$ cat config.mk
export PLATFORM = sky130hd
export DESIGN_NAME = strip_loader_flat
export DESIGN_NICKNAME = d
export VERILOG_FILES = /design/src/rtl/strip_loader_if.sv /design/src/rtl/strip_loader.sv /design/src/flat_wrapper.sv
export SDC_FILE = /design/constraint.sdc
export NUM_CORES = 2
export LEC_CHECK = 0
export ABC_AREA = 0
export BUFFER_PORTS_ARGS = -buffer_cell sky130_fd_sc_hd__clkbuf_2
export CAP_MARGIN = 20
export CELL_PAD_IN_SITES_DETAIL_PLACEMENT = 1
export CELL_PAD_IN_SITES_GLOBAL_PLACEMENT = 1
export CORE_MARGIN = 1.5
export CORE_UTILIZATION = 48
export DETAILED_ROUTE_END_ITERATION = 6
export GPL_TIMING_DRIVEN = 1
export HOLD_SLACK_MARGIN = 0.1
export PLACE_DENSITY = 0.82
export RECOVER_POWER = 100
export REMOVE_ABC_BUFFERS = 1
export SYNTH_ARGS = -nofsm -noshare
export SYNTH_HDL_FRONTEND = slang
export SYNTH_SLANG_ARGS = --single-unit
$ cat constraint.sdc
create_clock -name clk -period 6.5 [get_ports clk]
set_clock_uncertainty 0.15 [all_clocks]
set_input_delay 0.325 -clock clk [delete_from_list [all_inputs] [get_ports clk]]
set_output_delay 0.325 -clock clk [all_outputs]
set_load 0.01 [all_outputs]
$ cat src/rtl/strip_loader_if.sv
// Pixel stream into the loader and the column-step bus out to the edge-detection core.
interface strip_loader_if #(
  parameter int PW = 5
);
  logic          in_valid;
  logic [PW-1:0] in_pixel;
  logic          in_ready;
  logic          chip_start;
  logic          out_valid;
  logic          load_end;
  logic [PW-1:0] pixel_out0;
  logic [PW-1:0] pixel_out1;
  logic [PW-1:0] pixel_out2;
  logic [PW-1:0] pixel_out3;
  logic [PW-1:0] pixel_out4;

  modport master (
    output in_valid, in_pixel,
    input  in_ready, chip_start, out_valid, load_end,
    input  pixel_out0, pixel_out1, pixel_out2, pixel_out3, pixel_out4
  );

  modport slave (
    input  in_valid, in_pixel,
    output in_ready, chip_start, out_valid, load_end,
    output pixel_out0, pixel_out1, pixel_out2, pixel_out3, pixel_out4
  );
endinterface

$ cat src/rtl/strip_loader.sv
// Buffers one raster frame, then replays it gap-free as column steps of STRIP rows.
// chip_start one cycle after the last accepted pixel, then one step per cycle; in_ready low while replaying.
module strip_loader #(
  parameter int IMG_W = 20,
  parameter int IMG_H = 20,
  parameter int STRIP = 5,
  parameter int PW    = 5
) (
  input logic          clk,
  input logic          reset,
  strip_loader_if.slave bus
);
  localparam int NPIX  = IMG_W * IMG_H;
  localparam int NGRP  = IMG_H / STRIP;
  localparam int NSTEP = NGRP * IMG_W;
  localparam int AW    = $clog2(NPIX);
  localparam int SW    = $clog2(NSTEP);
  localparam int CW    = (IMG_W > 1) ? $clog2(IMG_W) : 1;
  localparam int GW    = (NGRP > 1) ? $clog2(NGRP) : 1;

  typedef enum logic [1:0] {FILL, START, EMIT} state_t;

  state_t        state;
  logic [AW-1:0] wr;
  logic [SW-1:0] s;
  logic [CW-1:0] col;
  logic [GW-1:0] grp;

  logic [PW-1:0] mem [NPIX];
  logic [CW-1:0] nxt_col;
  logic [GW-1:0] nxt_grp;
  logic [PW-1:0] rd_pix [STRIP];
  logic          wr_en;

  assign wr_en = reset && (state == FILL) && bus.in_ready && bus.in_valid;

  // Frame storage carries no reset; only the control path is cleared.
  always_ff @(posedge clk) begin
    if (wr_en) mem[wr] <= bus.in_pixel;
  end

  // Address the step about to be loaded so the output registers always hold the current column.
  always_comb begin
    nxt_col = '0;
    nxt_grp = '0;
    if (state == EMIT) begin
      if (col == CW'(IMG_W - 1)) begin
        nxt_grp = grp + GW'(1);
      end else begin
        nxt_col = col + CW'(1);
        nxt_grp = grp;
      end
    end
    for (int k = 0; k < STRIP; k++) begin
      rd_pix[k] = mem[AW'((int'(nxt_grp) * STRIP + k) * IMG_W + int'(nxt_col))];
    end
  end

  always_ff @(posedge clk) begin
    if (!reset) begin
      state          <= FILL;
      wr             <= '0;
      s              <= '0;
      col            <= '0;
      grp            <= '0;
      bus.in_ready   <= 1'b0;
      bus.chip_start <= 1'b0;
      bus.out_valid  <= 1'b0;
      bus.load_end   <= 1'b0;
      bus.pixel_out0 <= '0;
      bus.pixel_out1 <= '0;
      bus.pixel_out2 <= '0;
      bus.pixel_out3 <= '0;
      bus.pixel_out4 <= '0;
    end else begin
      case (state)
        FILL: begin
          bus.in_ready <= 1'b1;
          if (bus.in_valid && bus.in_ready) begin
            if (wr == AW'(NPIX - 1)) begin
              state          <= START;
              bus.in_ready   <= 1'b0;
              bus.chip_start <= 1'b1;
            end else begin
              wr <= wr + AW'(1);
            end
          end
        end
        START: begin
          bus.chip_start <= 1'b0;
          bus.out_valid  <= 1'b1;
          bus.load_end   <= (NSTEP == 1);
          bus.pixel_out0 <= rd_pix[0];
          bus.pixel_out1 <= rd_pix[1];
          bus.pixel_out2 <= rd_pix[2];
          bus.pixel_out3 <= rd_pix[3];
          bus.pixel_out4 <= rd_pix[4];
          s              <= '0;
          col            <= nxt_col;
          grp            <= nxt_grp;
          state          <= EMIT;
        end
        EMIT: begin
          if (s == SW'(NSTEP - 1)) begin
            bus.out_valid  <= 1'b0;
            bus.load_end   <= 1'b0;
            bus.pixel_out0 <= '0;
            bus.pixel_out1 <= '0;
            bus.pixel_out2 <= '0;
            bus.pixel_out3 <= '0;
            bus.pixel_out4 <= '0;
            bus.in_ready   <= 1'b1;
            wr             <= '0;
            s              <= '0;
            col            <= '0;
            grp            <= '0;
            state          <= FILL;
          end else begin
            bus.load_end   <= (s == SW'(NSTEP - 2));
            bus.pixel_out0 <= rd_pix[0];
            bus.pixel_out1 <= rd_pix[1];
            bus.pixel_out2 <= rd_pix[2];
            bus.pixel_out3 <= rd_pix[3];
            bus.pixel_out4 <= rd_pix[4];
            s              <= s + SW'(1);
            col            <= nxt_col;
            grp            <= nxt_grp;
          end
        end
        default: state <= FILL;
      endcase
    end
  end
endmodule
$ cat src/flat_wrapper.sv
// flat-port wrapper written by rule: the top's interface ports become plain ports
module strip_loader_flat 
#(
  parameter int IMG_W = 20,
  parameter int IMG_H = 20,
  parameter int STRIP = 5,
  parameter int PW    = 5
)
  (clk, reset, bus_in_valid, bus_in_pixel, bus_in_ready, bus_chip_start, bus_out_valid, bus_load_end, bus_pixel_out0, bus_pixel_out1, bus_pixel_out2, bus_pixel_out3, bus_pixel_out4);
  strip_loader_if #(.PW(PW)) bus_i ();
  input logic clk;
  input logic reset;
  input wire logic [$bits(bus_i.in_valid)-1:0] bus_in_valid;
  input wire logic [$bits(bus_i.in_pixel)-1:0] bus_in_pixel;
  output wire logic [$bits(bus_i.in_ready)-1:0] bus_in_ready;
  output wire logic [$bits(bus_i.chip_start)-1:0] bus_chip_start;
  output wire logic [$bits(bus_i.out_valid)-1:0] bus_out_valid;
  output wire logic [$bits(bus_i.load_end)-1:0] bus_load_end;
  output wire logic [$bits(bus_i.pixel_out0)-1:0] bus_pixel_out0;
  output wire logic [$bits(bus_i.pixel_out1)-1:0] bus_pixel_out1;
  output wire logic [$bits(bus_i.pixel_out2)-1:0] bus_pixel_out2;
  output wire logic [$bits(bus_i.pixel_out3)-1:0] bus_pixel_out3;
  output wire logic [$bits(bus_i.pixel_out4)-1:0] bus_pixel_out4;
  assign bus_i.in_valid = bus_in_valid;
  assign bus_i.in_pixel = bus_in_pixel;
  assign bus_in_ready = bus_i.in_ready;
  assign bus_chip_start = bus_i.chip_start;
  assign bus_out_valid = bus_i.out_valid;
  assign bus_load_end = bus_i.load_end;
  assign bus_pixel_out0 = bus_i.pixel_out0;
  assign bus_pixel_out1 = bus_i.pixel_out1;
  assign bus_pixel_out2 = bus_i.pixel_out2;
  assign bus_pixel_out3 = bus_i.pixel_out3;
  assign bus_pixel_out4 = bus_i.pixel_out4;
  strip_loader #(.IMG_W(IMG_W), .IMG_H(IMG_H), .STRIP(STRIP), .PW(PW)) u_core (.clk(clk), .reset(reset), .bus(bus_i));
endmodule
==> results.md <==
* Worst hold-check path type: in2reg
* First-pass GRT wire length at 608,600 um
* Num CTS Buffers at 210
* Critical Path AT at 7.19 ns
* Placed Cells at 10,131
* Critical path class: reg2reg
* Worst-path clk slew at 0.07 ns
* Hold depth at 4
* Failing checks: max-capacitance violations, max-slew violations
* PortBufs at 36
* MaxCap Viol Count at 27
* Area of the die at 210,200 um^2
* Cell row count at 166
* WL per Instance at 41.50 um
* TritonCTS clock tree: done
* Via density at 7.402
* Initial antenna violation count at 18
* Worst Setup Start Kind: flop
* Maximum VDD drop at 0.0003089 V
* Reported leakage power at 35.80 nW
* Max Clock Freq at 0.1542 GHz
* Final global-route overflow total at 0
* Synthesized area at 99,570 um^2
* # clock sinks at 2,054
* Cells after synthesis at 7,755
* Final Instance Area at 110,300 um^2
* Post-CTS Setup Repair Bufs at 0
* DRC violations left at 0
* CTS root buffer: clkbuf_16
* Place WS at 0.1018 ns
* FF+latch count, synth at 2,054
* Tcrit/Tclk final at 99.76%
* Die W at 458.5 um
* Crit end category: flop
* Netlist cell types at 92
* Final Setup Violations at 0
* Via count at 77,959
* Minimum clock period at 6.485 ns
* Area leader, netlist: edfxtp_1
* Main flop type after synthesis: edfxtp_1
* Htree depth at 4
* Top-area cell type share of the netlist area at 60.32%
* Number of flops mapped to enable cells by yosys at 2,000
* Post-Route WL at 437,100 um
* Syn-to-layout area delta at 10.73%
* Synth top cells by count: edfxtp_1, nand2_1, nor2_1
* Tightest Pin Transition at 5.817 ns
* Initial Util at 48.47%
* Number of DRC markers in iteration 0 at 12,900
* Unrepaired setup endpoints after global routing: no
* Yosys synthesis warning count at 0
* Ports at 37
* GPL Wtd Cong at 1.078
* Vias in the first global route at 77,754
* Layout cell share with drive strength beyond 1 at 13.67%
* Final Max Tran Viols at 1,564
* Post-route setup slack at 0.01537 ns
* NumNets Final at 7,705
* Relative slew slack at -287.8%
* Synth area leaders: edfxtp_1, mux4_2, nand2_1
* Die height at 458.5 um
* Post-DRT Antenna Nets at 0
* Hold Fails Final Rpt at 0
* Util after Layout at 53.67%
* Mapped Avg Cell Area at 12.84 um^2
* Critical path peak fanout at 58
* Most numerous cell in the Yosys netlist: edfxtp_1
* Worst EP required at 7.20 ns
* Placed cell area at 103,700 um^2
* R2R cell count at 13
* Status: finished with violations
* Final non-filler cell total at 10,532
* Clock Latency Late Sink at 0.98 ns
* Maximum number of pins on one net before global-route repair at 181
* DP HPWL at 285,600 um
* CORE AREA at 205,400 um^2
* Seq/Total Area, Yosys at 61.40%
* Global Route Usage Sum at 40.98%
* Cell Pwr Density at 243.4 nW/um^2
* Post-synth ARST share at 0%
* DRT Pass-1 Iters at 7
* Clock Tree Buf Depth at 3
## through the flow
stage	setup TNS [ns]	hold WS [ns]	power, mW
floorplan	-792.36	0.2739	14.82
global placement	0	0.3323	15.06
detailed placement	0	0.3581	15.08
CTS	0	0.2095	26.81
global route	0	0.3688	27.24
finish	0	0.3697	26.84
## state kept, by name (all words and copies together) (netlist names)
register / flops
u_core.grp: 2
u_core.wr: 9
u_core.bus.load_end: 1
u_core.bus.pixel_out3: 5
u_core.bus.in_ready: 1
u_core.bus.pixel_out0: 5
u_core.bus.out_valid: 1
u_core.col: 5
u_core.bus.chip_start: 1
u_core.s: 7
u_core.bus.pixel_out2: 5
u_core.bus.pixel_out4: 5
u_core.bus.pixel_out1: 5
u_core.state: 2
u_core.mem: 2000
## cell type report
cell class | count | area [um^2]
Fill cell | 20137 | 95160
Sequential cell | 2054 | 61140
Multi-Input combinational cell | 4978 | 35510
Clock buffer | 250 | 5405
Timing Repair Buffer | 388 | 3385
Tap cell | 2688 | 3363
Clock inverter | 128 | 1282
Inverter | 35 | 140.1
Antenna cell | 11 | 27.53
## placed cells by master (no fill, tap or decap), types with 141 or more instances in the layout
cell type  Yosys  layout
a21oi_1      263     263
a31oi_1      242     242
buf_4         45     279
nor2_1       635     627
a211oi_1     255     255
mux4_2       307     307
nand3_1      181     180
o21ai_0      292     292
nor2b_1      178     177
and3_1       186     186
mux2i_1      306     305
a22oi_1      260     260
clkbuf_16      0     210
edfxtp_1    2000    2000
nand2_1      870     867
nor3_1       142     141
## power breakdown
group          leakage, nW  internal, mW  total (mW)  switching, mW
combinational         14.1        0.0205       0.281          0.260
clock                 3.26          6.47        12.0           5.55
sequential            18.4          14.5        14.5        0.00275
## critical path, stage by stage, from the launching register on
cell and delay [ns]:
dfxtp_1 0.33, inv_1 0.15, ha_4 0.20, clkbuf_1 0.74, and2_2 0.83, nand2_8 0.66
buf_12 0.43, a31oi_1 0.82, mux2i_1 0.17, o21ai_0 0.43, o22ai_1 0.16, a211o_1 0.37
o31ai_1 0.66, a32o_1 0.25
## repair_timing
item	in CTS	in global routing
hold buffers	7	0
hold endpoints to repair	466	0
gates resized for setup	0	1
endpoints found under the setup margin	0	1
## metal layers
metal / wire length, um / track usage (%)
met3: 54320 / 10.91
met4: 32670 / 25.21
met1: 158100 / 53.60
met5: 83 / 0
met2: 192000 / 61.07
## path summary, 6_finish.rpt
kind	startpoint	endpoint	slack (ns)
max	u_core.state[0]	u_core.bus.pixel_out4[1]	0.02
min	reset	u_core.s[4]	0.37
max reg2reg	u_core.state[0]	u_core.bus.pixel_out4[1]	0.02
min reg2reg	u_core.col[1]	u_core.col[1]	0.38
## cells by family (layout without fill, tap and decap cells)
group                      after synthesis  after routing  share of synthesized area [%]
other                                    0             11                              0
AOI/OAI and AO/OA                     1854           1854                          12.83
buffers and inverters                  723            801                          3.285
and+or+nand+nor                       2374           2374                          10.95
xor gates and xnor gates                52             52                         0.4800
DFF                                   2054           2054                          61.40
adders and majority gates               30             30                         0.4071
muxes                                  668            668                          10.65
Note: power is estimated with default switching activity, not from simulation.
